--- src/rtl/exec_pkg.sv ---
// Shared opcodes, FSM state type and status-bit positions for the exec_unit slice.
package exec_pkg;

    localparam logic [3:0] OP_ADD = 4'b0000;
    localparam logic [3:0] OP_XOR = 4'b0001;
    localparam logic [3:0] OP_AND = 4'b0010;
    localparam logic [3:0] OP_OR  = 4'b0011;
    localparam logic [3:0] OP_NOR = 4'b0100;
    localparam logic [3:0] OP_SL  = 4'b0101;
    localparam logic [3:0] OP_SR  = 4'b0110;
    localparam logic [3:0] OP_SUB = 4'b0111;
    localparam logic [3:0] OP_SLT = 4'b1000;

    typedef enum logic [1:0] {
        ST_IDLE,
        ST_EXEC,
        ST_SHIFT
    } state_e;

    localparam int STAT_V   = 4;
    localparam int STAT_C   = 3;
    localparam int STAT_N   = 2;
    localparam int STAT_Z   = 1;
    localparam int STAT_ERR = 0;

endpackage

--- src/rtl/exec_regfile.sv ---
// Register file: two combinational read ports, a debug read port, one synchronous
// write port, async reset to zero, x0 hardwired to zero.
module exec_regfile #(
    parameter  int DATA_W    = 32,
    parameter  int REG_COUNT = 32,
    localparam int RA_W      = $clog2(REG_COUNT)
) (
    input  logic              clk,
    input  logic              rst,
    input  logic [RA_W-1:0]   ra1_i,
    output logic [DATA_W-1:0] rd1_o,
    input  logic [RA_W-1:0]   ra2_i,
    output logic [DATA_W-1:0] rd2_o,
    input  logic [RA_W-1:0]   dbg_addr_i,
    output logic [DATA_W-1:0] dbg_data_o,
    input  logic              we_i,
    input  logic [RA_W-1:0]   wa_i,
    input  logic [DATA_W-1:0] wd_i
);

    logic [DATA_W-1:0] mem_q [REG_COUNT];

    always_ff @(posedge clk or posedge rst) begin
        if (rst) begin
            for (int i = 0; i < REG_COUNT; i++) begin
                mem_q[i] <= '0;
            end
        end else if (we_i && (wa_i != '0)) begin
            mem_q[wa_i] <= wd_i;
        end
    end

    assign rd1_o      = (ra1_i == '0)      ? '0 : mem_q[ra1_i];
    assign rd2_o      = (ra2_i == '0)      ? '0 : mem_q[ra2_i];
    assign dbg_data_o = (dbg_addr_i == '0) ? '0 : mem_q[dbg_addr_i];

endmodule

--- src/rtl/exec_unit.sv ---
// Multi-cycle execute unit: register file, ALU, status flags and a valid/ready issue port.
// Define EXEC_UNIT_BARREL_EN to replace the iterative shifter with a single-cycle barrel shift.
module exec_unit
    import exec_pkg::*;
#(
    parameter  int DATA_W    = 32,
    parameter  int REG_COUNT = 32,
    localparam int SH_W      = $clog2(DATA_W),
    localparam int RA_W      = $clog2(REG_COUNT)
) (
    input  logic              clk,
    input  logic              rst,
    input  logic              in_valid,
    output logic              in_ready,
    input  logic [3:0]        aluop,
    input  logic              alusrc,
    input  logic              regrw,
    input  logic [RA_W-1:0]   rs1,
    input  logic [RA_W-1:0]   rs2,
    input  logic [RA_W-1:0]   rd,
    input  logic [DATA_W-1:0] imm,
    output logic              done,
    output logic [DATA_W-1:0] result,
    output logic [4:0]        status,
    input  logic [RA_W-1:0]   dbg_addr,
    output logic [DATA_W-1:0] dbg_data
);

    state_e            state_q, state_d;
    logic [3:0]        op_q, op_d;
    logic              regrw_q, regrw_d;
    logic [RA_W-1:0]   rd_q, rd_d;
    logic [DATA_W-1:0] a_q, a_d, b_q, b_d;
    logic              done_q;
    logic [DATA_W-1:0] result_q;
    logic [4:0]        status_q, status_d;

    logic [DATA_W-1:0] rs1_data, rs2_data, b_sel;
    logic [DATA_W:0]   sum, diff, shl, shr;
    logic [DATA_W-1:0] alu_res;
    logic              alu_c, alu_v, alu_legal, slt;
    logic              finish, fin_c, fin_v, fin_legal;
    logic [DATA_W-1:0] fin_res;

`ifndef EXEC_UNIT_BARREL_EN
    logic [DATA_W-1:0] acc_q, acc_d, sh_next;
    logic [SH_W-1:0]   cnt_q, cnt_d;
    logic              sh_out;
`endif

    exec_regfile #(.DATA_W(DATA_W), .REG_COUNT(REG_COUNT)) u_rf (
        .clk        (clk),
        .rst        (rst),
        .ra1_i      (rs1),
        .rd1_o      (rs1_data),
        .ra2_i      (rs2),
        .rd2_o      (rs2_data),
        .dbg_addr_i (dbg_addr),
        .dbg_data_o (dbg_data),
        .we_i       (finish && regrw_q && fin_legal),
        .wa_i       (rd_q),
        .wd_i       (fin_res)
    );

    assign b_sel    = alusrc ? imm : rs2_data;
    assign in_ready = (state_q == ST_IDLE);

    // The extra top bit of shl/shr catches the last bit shifted out; it stays 0 for a zero shift.
    always_comb begin
        sum       = {1'b0, a_q} + {1'b0, b_q};
        diff      = {1'b0, a_q} - {1'b0, b_q};
        shl       = {1'b0, a_q} << b_q[SH_W-1:0];
        shr       = {a_q, 1'b0} >> b_q[SH_W-1:0];
        slt       = $signed(a_q) < $signed(b_q);
        alu_res   = '0;
        alu_c     = 1'b0;
        alu_v     = 1'b0;
        alu_legal = 1'b1;
        case (op_q)
            OP_ADD: begin
                alu_res = sum[DATA_W-1:0];
                alu_c   = sum[DATA_W];
                alu_v   = (a_q[DATA_W-1] == b_q[DATA_W-1]) && (sum[DATA_W-1] != a_q[DATA_W-1]);
            end
            OP_XOR: alu_res = a_q ^ b_q;
            OP_AND: alu_res = a_q & b_q;
            OP_OR:  alu_res = a_q | b_q;
            OP_NOR: alu_res = ~(a_q | b_q);
            OP_SL: begin
                alu_res = shl[DATA_W-1:0];
                alu_c   = shl[DATA_W];
            end
            OP_SR: begin
                alu_res = shr[DATA_W:1];
                alu_c   = shr[0];
            end
            OP_SUB: begin
                alu_res = diff[DATA_W-1:0];
                alu_c   = ~diff[DATA_W];
                alu_v   = (a_q[DATA_W-1] != b_q[DATA_W-1]) && (diff[DATA_W-1] != a_q[DATA_W-1]);
            end
            OP_SLT: begin
                alu_res = {{(DATA_W-1){1'b0}}, slt};
                alu_c   = ~diff[DATA_W];
            end
            default: alu_legal = 1'b0;
        endcase
    end

`ifndef EXEC_UNIT_BARREL_EN
    assign sh_next = (op_q == OP_SL) ? (acc_q << 1) : (acc_q >> 1);
    assign sh_out  = (op_q == OP_SL) ? acc_q[DATA_W-1] : acc_q[0];
`endif

    always_comb begin
        finish    = 1'b0;
        fin_res   = alu_res;
        fin_c     = alu_c;
        fin_v     = alu_v;
        fin_legal = alu_legal;
        case (state_q)
            ST_EXEC: finish = 1'b1;
`ifndef EXEC_UNIT_BARREL_EN
            ST_SHIFT: begin
                finish    = (cnt_q == SH_W'(1));
                fin_res   = sh_next;
                fin_c     = sh_out;
                fin_v     = 1'b0;
                fin_legal = 1'b1;
            end
`endif
            default: finish = 1'b0;
        endcase
        if (!fin_legal) begin
            fin_res  = '0;
            status_d = 5'b00011;
        end else begin
            status_d           = '0;
            status_d[STAT_V]   = fin_v;
            status_d[STAT_C]   = fin_c;
            status_d[STAT_N]   = fin_res[DATA_W-1];
            status_d[STAT_Z]   = (fin_res == '0);
        end
    end

    always_comb begin
        state_d = state_q;
        op_d    = op_q;
        regrw_d = regrw_q;
        rd_d    = rd_q;
        a_d     = a_q;
        b_d     = b_q;
`ifndef EXEC_UNIT_BARREL_EN
        acc_d   = acc_q;
        cnt_d   = cnt_q;
`endif
        case (state_q)
            ST_IDLE: begin
                if (in_valid) begin
                    op_d    = aluop;
                    regrw_d = regrw;
                    rd_d    = rd;
                    a_d     = rs1_data;
                    b_d     = b_sel;
                    state_d = ST_EXEC;
`ifndef EXEC_UNIT_BARREL_EN
                    acc_d   = rs1_data;
                    cnt_d   = b_sel[SH_W-1:0];
                    if (((aluop == OP_SL) || (aluop == OP_SR)) && (b_sel[SH_W-1:0] != '0)) begin
                        state_d = ST_SHIFT;
                    end
`endif
                end
            end
            ST_EXEC: state_d = ST_IDLE;
`ifndef EXEC_UNIT_BARREL_EN
            ST_SHIFT: begin
                acc_d = sh_next;
                cnt_d = cnt_q - SH_W'(1);
                if (cnt_q == SH_W'(1)) begin
                    state_d = ST_IDLE;
                end
            end
`endif
            default: state_d = ST_IDLE;
        endcase
    end

    always_ff @(posedge clk or posedge rst) begin
        if (rst) begin
            state_q  <= ST_IDLE;
            op_q     <= OP_ADD;
            regrw_q  <= 1'b0;
            rd_q     <= '0;
            a_q      <= '0;
            b_q      <= '0;
            done_q   <= 1'b0;
            result_q <= '0;
            status_q <= '0;
`ifndef EXEC_UNIT_BARREL_EN
            acc_q    <= '0;
            cnt_q    <= '0;
`endif
        end else begin
            state_q <= state_d;
            op_q    <= op_d;
            regrw_q <= regrw_d;
            rd_q    <= rd_d;
            a_q     <= a_d;
            b_q     <= b_d;
            done_q  <= finish;
            if (finish) begin
                result_q <= fin_res;
                status_q <= status_d;
            end
`ifndef EXEC_UNIT_BARREL_EN
            acc_q   <= acc_d;
            cnt_q   <= cnt_d;
`endif
        end
    end

    assign done   = done_q;
    assign result = result_q;
    assign status = status_q;

endmodule

--- config.mk ---
export PLATFORM = sky130hd
export DESIGN_NAME = exec_unit
export DESIGN_NICKNAME = d
export VERILOG_FILES = /design/src/rtl/exec_pkg.sv /design/src/rtl/exec_regfile.sv /design/src/rtl/exec_unit.sv
export SDC_FILE = /design/constraint.sdc
export NUM_CORES = 2
export LEC_CHECK = 0
export BUFFER_PORTS_ARGS = -buffer_cell sky130_fd_sc_hd__buf_2
export CAP_MARGIN = 40
export CORE_MARGIN = 4
export CORE_UTILIZATION = 40
export DETAILED_ROUTE_END_ITERATION = 6
export GPL_TIMING_DRIVEN = 0
export PLACE_DENSITY_LB_ADDON = 0.3
export RECOVER_POWER = 100
export SETUP_SLACK_MARGIN = 0.3
export SLEW_MARGIN = 20
export SYNTH_ARGS = -nofsm -noshare
export SYNTH_HDL_FRONTEND = slang
export SYNTH_SLANG_ARGS = --single-unit
--- constraint.sdc ---
create_clock -name clk -period 31.4 [get_ports clk]
set_clock_uncertainty 0.1 [all_clocks]
set_input_delay 1.57 -clock clk [delete_from_list [all_inputs] [get_ports clk]]
set_output_delay 1.57 -clock clk [all_outputs]
set_load 0.005 [all_outputs]
==> flow_results.org <==
** Power and ir drop
- The completed layout was analyzed and its total power is about 6.0 mW.
- Combinational group share of total power :: 39.2%
- Of the total power, the clock network draws 29.2%.
- Sequential cells account for 31.6% of the total power.
- Total power per unit cell area :: 66.8 nW/µm²
- For this design the total switching power over the nets is between 2 and 3 mW.
- Leakage power :: approximately 38 nW
- The internal portion of the total power is 3.45 mW.
- Worst supply voltage drop on vdd :: 62.3 µV
- In this run switching power makes up 42.6% of total power.

** CTS
- Clock latency on the worst-skew pair, taken at its later pin, is 0.84 ns.
- In this run the clock root is driven by a sky130_fd_sc_hd__clkbuf_16.
- H-tree levels :: 4
- Post-CTS repair changed the size of 0 cells.
- The clock passes through at most 3 buffers.
- Total number of clock tree sinks :: 1,174
- TritonCTS built the clock tree.
- Buffers inserted during clock tree synthesis total 140.
- After clock tree synthesis, the clock-pin slew on the worst setup and hold paths is 0.06 ns.
- Post-CTS timing repair inserted 0 buffers for setup.
- Number of buffers inserted for hold repair after clock tree synthesis :: 0

** Drt
- Dividing the detail-routed via count by the number of cells gives 6.94.
- Drt total wl :: 416,000 µm
- The count of nets left with antenna violations once routing finished came out at 0.
- In the final routed layout, each cell accounts on average for 41.0 µm.
- The routed layout has between 70,000 and 80,000 vias.
- The detailed router finished its first iteration with 10,355 violations.
- The first TritonRoute pass finished after 7 iterations.
- For this run, design rule violations remaining after detail routing come to 0.

** Die
- Die ar. :: 202,000 µm²
- Die Y :: 450 µm
- Core Area :: 193,000 µm²
- After floorplanning, the core was divided into 161 placement rows.
- between 100 and 150 I/O pins were placed.
- The initial utilization of the core area, before any placement, comes to around 40%.
- Floorplan die width :: 450 µm

** GRT
- Initial antenna violation count :: 31
- Maximum number of pins on one net before global-route repair :: 36
- Overall overflow remaining after global route :: 0
- Routing layer with the top usage in global route :: met2
- The via count of the first global-routing pass is 67,941.
- In the global route stage, overall resource usage came out at 40.2%.
- For met3 alone, demand over resource in global routing was 14.0%.
- For met2 alone, demand over resource in global routing was 60.5%.
- The first global-routing pass estimated 561,000 µm of wire.
- Fraction of met1 tracks used by global routing :: ~46%

** Yosys
- Synthesis produced a netlist with a net count of about 7,100.
- Post-synth top flop :: sky130_fd_sc_hd__dfrtp_1
- Dividing the synthesized area by the synthesized cell count gives about 11 µm².
- Post-synthesis instance area :: 78,100 µm²
- Counting flops with an async set or reset pin after synthesis yields a share of 100%.
- The netlist uses 93 different library cells.
- Warning count from the yosys run :: 0
- Counting every instance in the synthesized netlist gives 6,907.
- Cell types occupying the most area after synthesis :: sky130_fd_sc_hd__dfrtp_1, sky130_fd_sc_hd__mux4_2, sky130_fd_sc_hd__mux2_2
- Synthesis inferred 1,174 register bits.
- The synthesized design spends more area on one cell type than any other, namely sky130_fd_sc_hd__dfrtp_1.
- The synthesized design contains 0 enable-type register cells.
- The top cell type by area accounts for 37.6% of the synthesized area.
- The share of the Yosys chip area taken by registers is 37.6%.

** Status
- Outcome :: complete, but fails checks
- The checks that failed: capacitance limit, slew limit.

** Cells and area
- Fraction of layout instances using a drive strength above 1 :: 27.8%
- Relative to the synthesized area, the layout overhead comes to 15.2%.
- Filler Cells Inserted :: 17,879
- Number of nets at the end of the flow :: 7,642

** Placed design
- At the end of routability-driven placement, the weighted congestion stood at between 1 and 1.5.
- HPWL Detailed :: 337,000 µm
- Worst setup slack after placement :: 24.51 ns
- In this run the tool buffered the top-level ports with 121 buffer cells.

** Critical path
- Slowest cell on the critical path :: sky130_fd_sc_hd__clkbuf_1
- For this run, the slowest stage of the critical path takes 1.44 ns.
- Path depth of the worst reg2reg path :: 21
- Arrival time reported for the critical path endpoint :: approximately 14 ns
- Endpoint of the most critical register-to-register path :: status[1]$_DFFE_PP0P_
- Walking the worst path, the cells encountered are buf_2 > clkinvlp_2 > clkbuf_1 > clkbuf_1 > clkbuf_1 > clkbuf_1 > clkbuf_1 > clkbuf_1 > clkbuf_1 > clkbuf_1 > clkbuf_1.
- In this run the worst path has a maximum fanout of 34.
- Critical Setup Path Class :: input port to async pin
- Crit path required time :: 31.89 ns
- The worst register-to-register path has a setup slack of 20.80 ns.
- In this design, the critical path's most frequently occurring cell is sky130_fd_sc_hd__clkbuf_1.
- The most critical setup path has its endpoint at u_rf.mem_q[112]$_DFFE_PP0P_.
- Tracing the worst setup path back leads to its startpoint at rst.
- Crit path capture type :: async pin
- Worst setup SP type :: input port
- The worst register-to-register path begins at b_q[2]$_DFFE_PP0P_.

** Timing
- After layout, the worst path uses 43.5% of the clock period.
- In the post-route analysis, the smallest setup slack over all paths is about 18 ns.
- Based on the critical path, the design can be clocked at up to 73.1 MHz.
- The routed design could run at a clock period as short as 13.67 ns.
- Across all hold checks on the routed design, the worst slack comes to 0.379 ns.
- Remaining max-slew budget at the tightest pin :: -30.8%
- The number of hold-slack violations in the final timing report is 0.
- Setup total negative slack on the finished layout was measured at 0 ns.
- Transition at the pin with the smallest max-transition slack :: 1.96 ns
- The number of pins exceeding their max-slew limit in the final report came to between 1,000 and 1,500.
- Count of final setup violators :: 0
- Setup repair after global routing missed its margin :: no

** Run
- Max-cap violations in this run came to ~50.

** Min path
- HP Class :: flop to flop
-- stage by stage --
step | instances | area [µm²] | utilization (%)
final | 10135 | 89900 | 46.5
after global routing | 10116 | 89800 | 46.5
after CTS | 10094 | 90800 | 47.0
after detailed placement | 9842 | 86000 | 44.5
after global placement | 9554 | 81800 | 42.4
after floorplan | 6907 | 78100 | -
-- Yosys cell counts (14+ instances only) --
cell type                  number
sky130_fd_sc_hd__nand3_1       34
sky130_fd_sc_hd__mux2_2       597
sky130_fd_sc_hd__a221oi_1      52
sky130_fd_sc_hd__ha_1         102
sky130_fd_sc_hd__buf_2         46
sky130_fd_sc_hd__o31ai_1       75
sky130_fd_sc_hd__nor3b_1       14
sky130_fd_sc_hd__nand2b_1      16
sky130_fd_sc_hd__a31oi_1       21
sky130_fd_sc_hd__nand2_1      947
sky130_fd_sc_hd__nor2_1       250
sky130_fd_sc_hd__nor2b_1       20
sky130_fd_sc_hd__dfrtp_1     1174
sky130_fd_sc_hd__a22oi_1       27
sky130_fd_sc_hd__inv_1        110
sky130_fd_sc_hd__nor4_1        23
sky130_fd_sc_hd__nor3_1        45
sky130_fd_sc_hd__o21ai_0      704
sky130_fd_sc_hd__a22o_1        19
sky130_fd_sc_hd__mux2i_1      314
sky130_fd_sc_hd__o211ai_1      33
sky130_fd_sc_hd__mux4_2       807
sky130_fd_sc_hd__xnor2_1       29
sky130_fd_sc_hd__o22ai_1       81
sky130_fd_sc_hd__clkbuf_1     567
sky130_fd_sc_hd__a21o_1        20
sky130_fd_sc_hd__a211oi_1      33
sky130_fd_sc_hd__buf_1        111
sky130_fd_sc_hd__o221ai_1      70
sky130_fd_sc_hd__a21oi_1      328
-- worst min-delay path by stage --
stage	startpoint	end	slack [ns]	cells after the start
global placement	result[22]$_DFFE_PP0P_	result[22]$_DFFE_PP0P_	0.36	2
floorplan	acc_q[21]$_DFFE_PP0P_	acc_q[21]$_DFFE_PP0P_	0.35	2
CTS	result[28]$_DFFE_PP0P_	result[28]$_DFFE_PP0P_	0.38	2
finish	result[28]$_DFFE_PP0P_	result[28]$_DFFE_PP0P_	0.38	2
global route	result[2]$_DFFE_PP0P_	result[2]$_DFFE_PP0P_	0.40	2
detailed placement	result[26]$_DFFE_PP0P_	result[26]$_DFFE_PP0P_	0.36	2
-- layout make-up --
class | instances | area (µm²) | area share (%)
multi-input combinational | 4881 | 45300 | 50.4
sequential | 1174 | 29400 | 32.7
clock buffer | 197 | 4100 | 4.56
timing repair buffer | 428 | 3710 | 4.12
tap | 2526 | 3160 | 3.52
buffer | 741 | 3040 | 3.38
clock inverter | 55 | 717 | 0.798
inverter | 111 | 418 | 0.465
antenna | 22 | 55.1 | 0.0612
-- cell usage in the layout, fill, tap and decap left out, drive strengths merged, types with 8 or more instances in the layout --
cell	instances
o22a	9
o31ai	75
mux2i	314
a221oi	52
a211o	8
mux4	810
o21ai	710
or2	11
o211ai	33
nand2b	16
o22ai	81
o221ai	70
a31oi	21
dfrtp	1174
nand2	947
diode	22
o21a	9
bufinv	15
nor4	24
nor3b	14
xnor2	29
a32oi	10
a211oi	34
o21bai	8
clkbuf	914
nand4	13
a22oi	27
a22o	19
a21oi	329
ha	102
and3	11
inv	116
nor3	46
nand3	34
mux2	598
nor2	251
clkinv	30
a21o	21
nor2b	20
buf	451
-- flip-flops by register name (all words and copies together), names as in the netlist --
name / flops
a_q: 32
op_q: 4
b_q: 32
result: 31
rd_q: 5
acc_q: 32
done: 1
state_q: 2
status: 5
u_rf.mem_q: 1024
regrw_q: 1
cnt_q: 5
-- power groups by stage --
| stage | registers, mW | clock network [mW] | logic, mW |
|---|---|---|---|
| 2_1_floorplan | 1.85 | 0 | 1.25 |
| 3_3_place_gp | 1.90 | 0 | 2.16 |
| 6_report | 1.90 | 1.75 | 2.35 |
| 5_1_grt | 1.92 | 1.81 | 2.41 |
| 4_1_cts | 1.89 | 1.76 | 2.28 |
| 3_5_place_dp | 1.91 | 0 | 2.27 |
-- cell families after synthesis --
kind of cell	count (synthesis)	synth area share, %
flops	1174	37.6
xor+xnor	33	0.370
compound gates	1591	12.3
mux	1722	36.0
simple gates	1431	7.64
fa+ha+maj	104	1.69
buf+inv	852	4.32
-- routing by layer --
metal	wire length [µm]	share of wire (%)
met5	331	0.080
met4	44000	11
met3	50400	12
met2	181000	44
met1	140000	34
-- worst max-delay path: cells and delay by family --
| family | cells | cell delay, ns |
|---|---|---|
| buffers and inverters | 11 | 12.46 |
No activity file was read; power rests on OpenSTA's default activity.
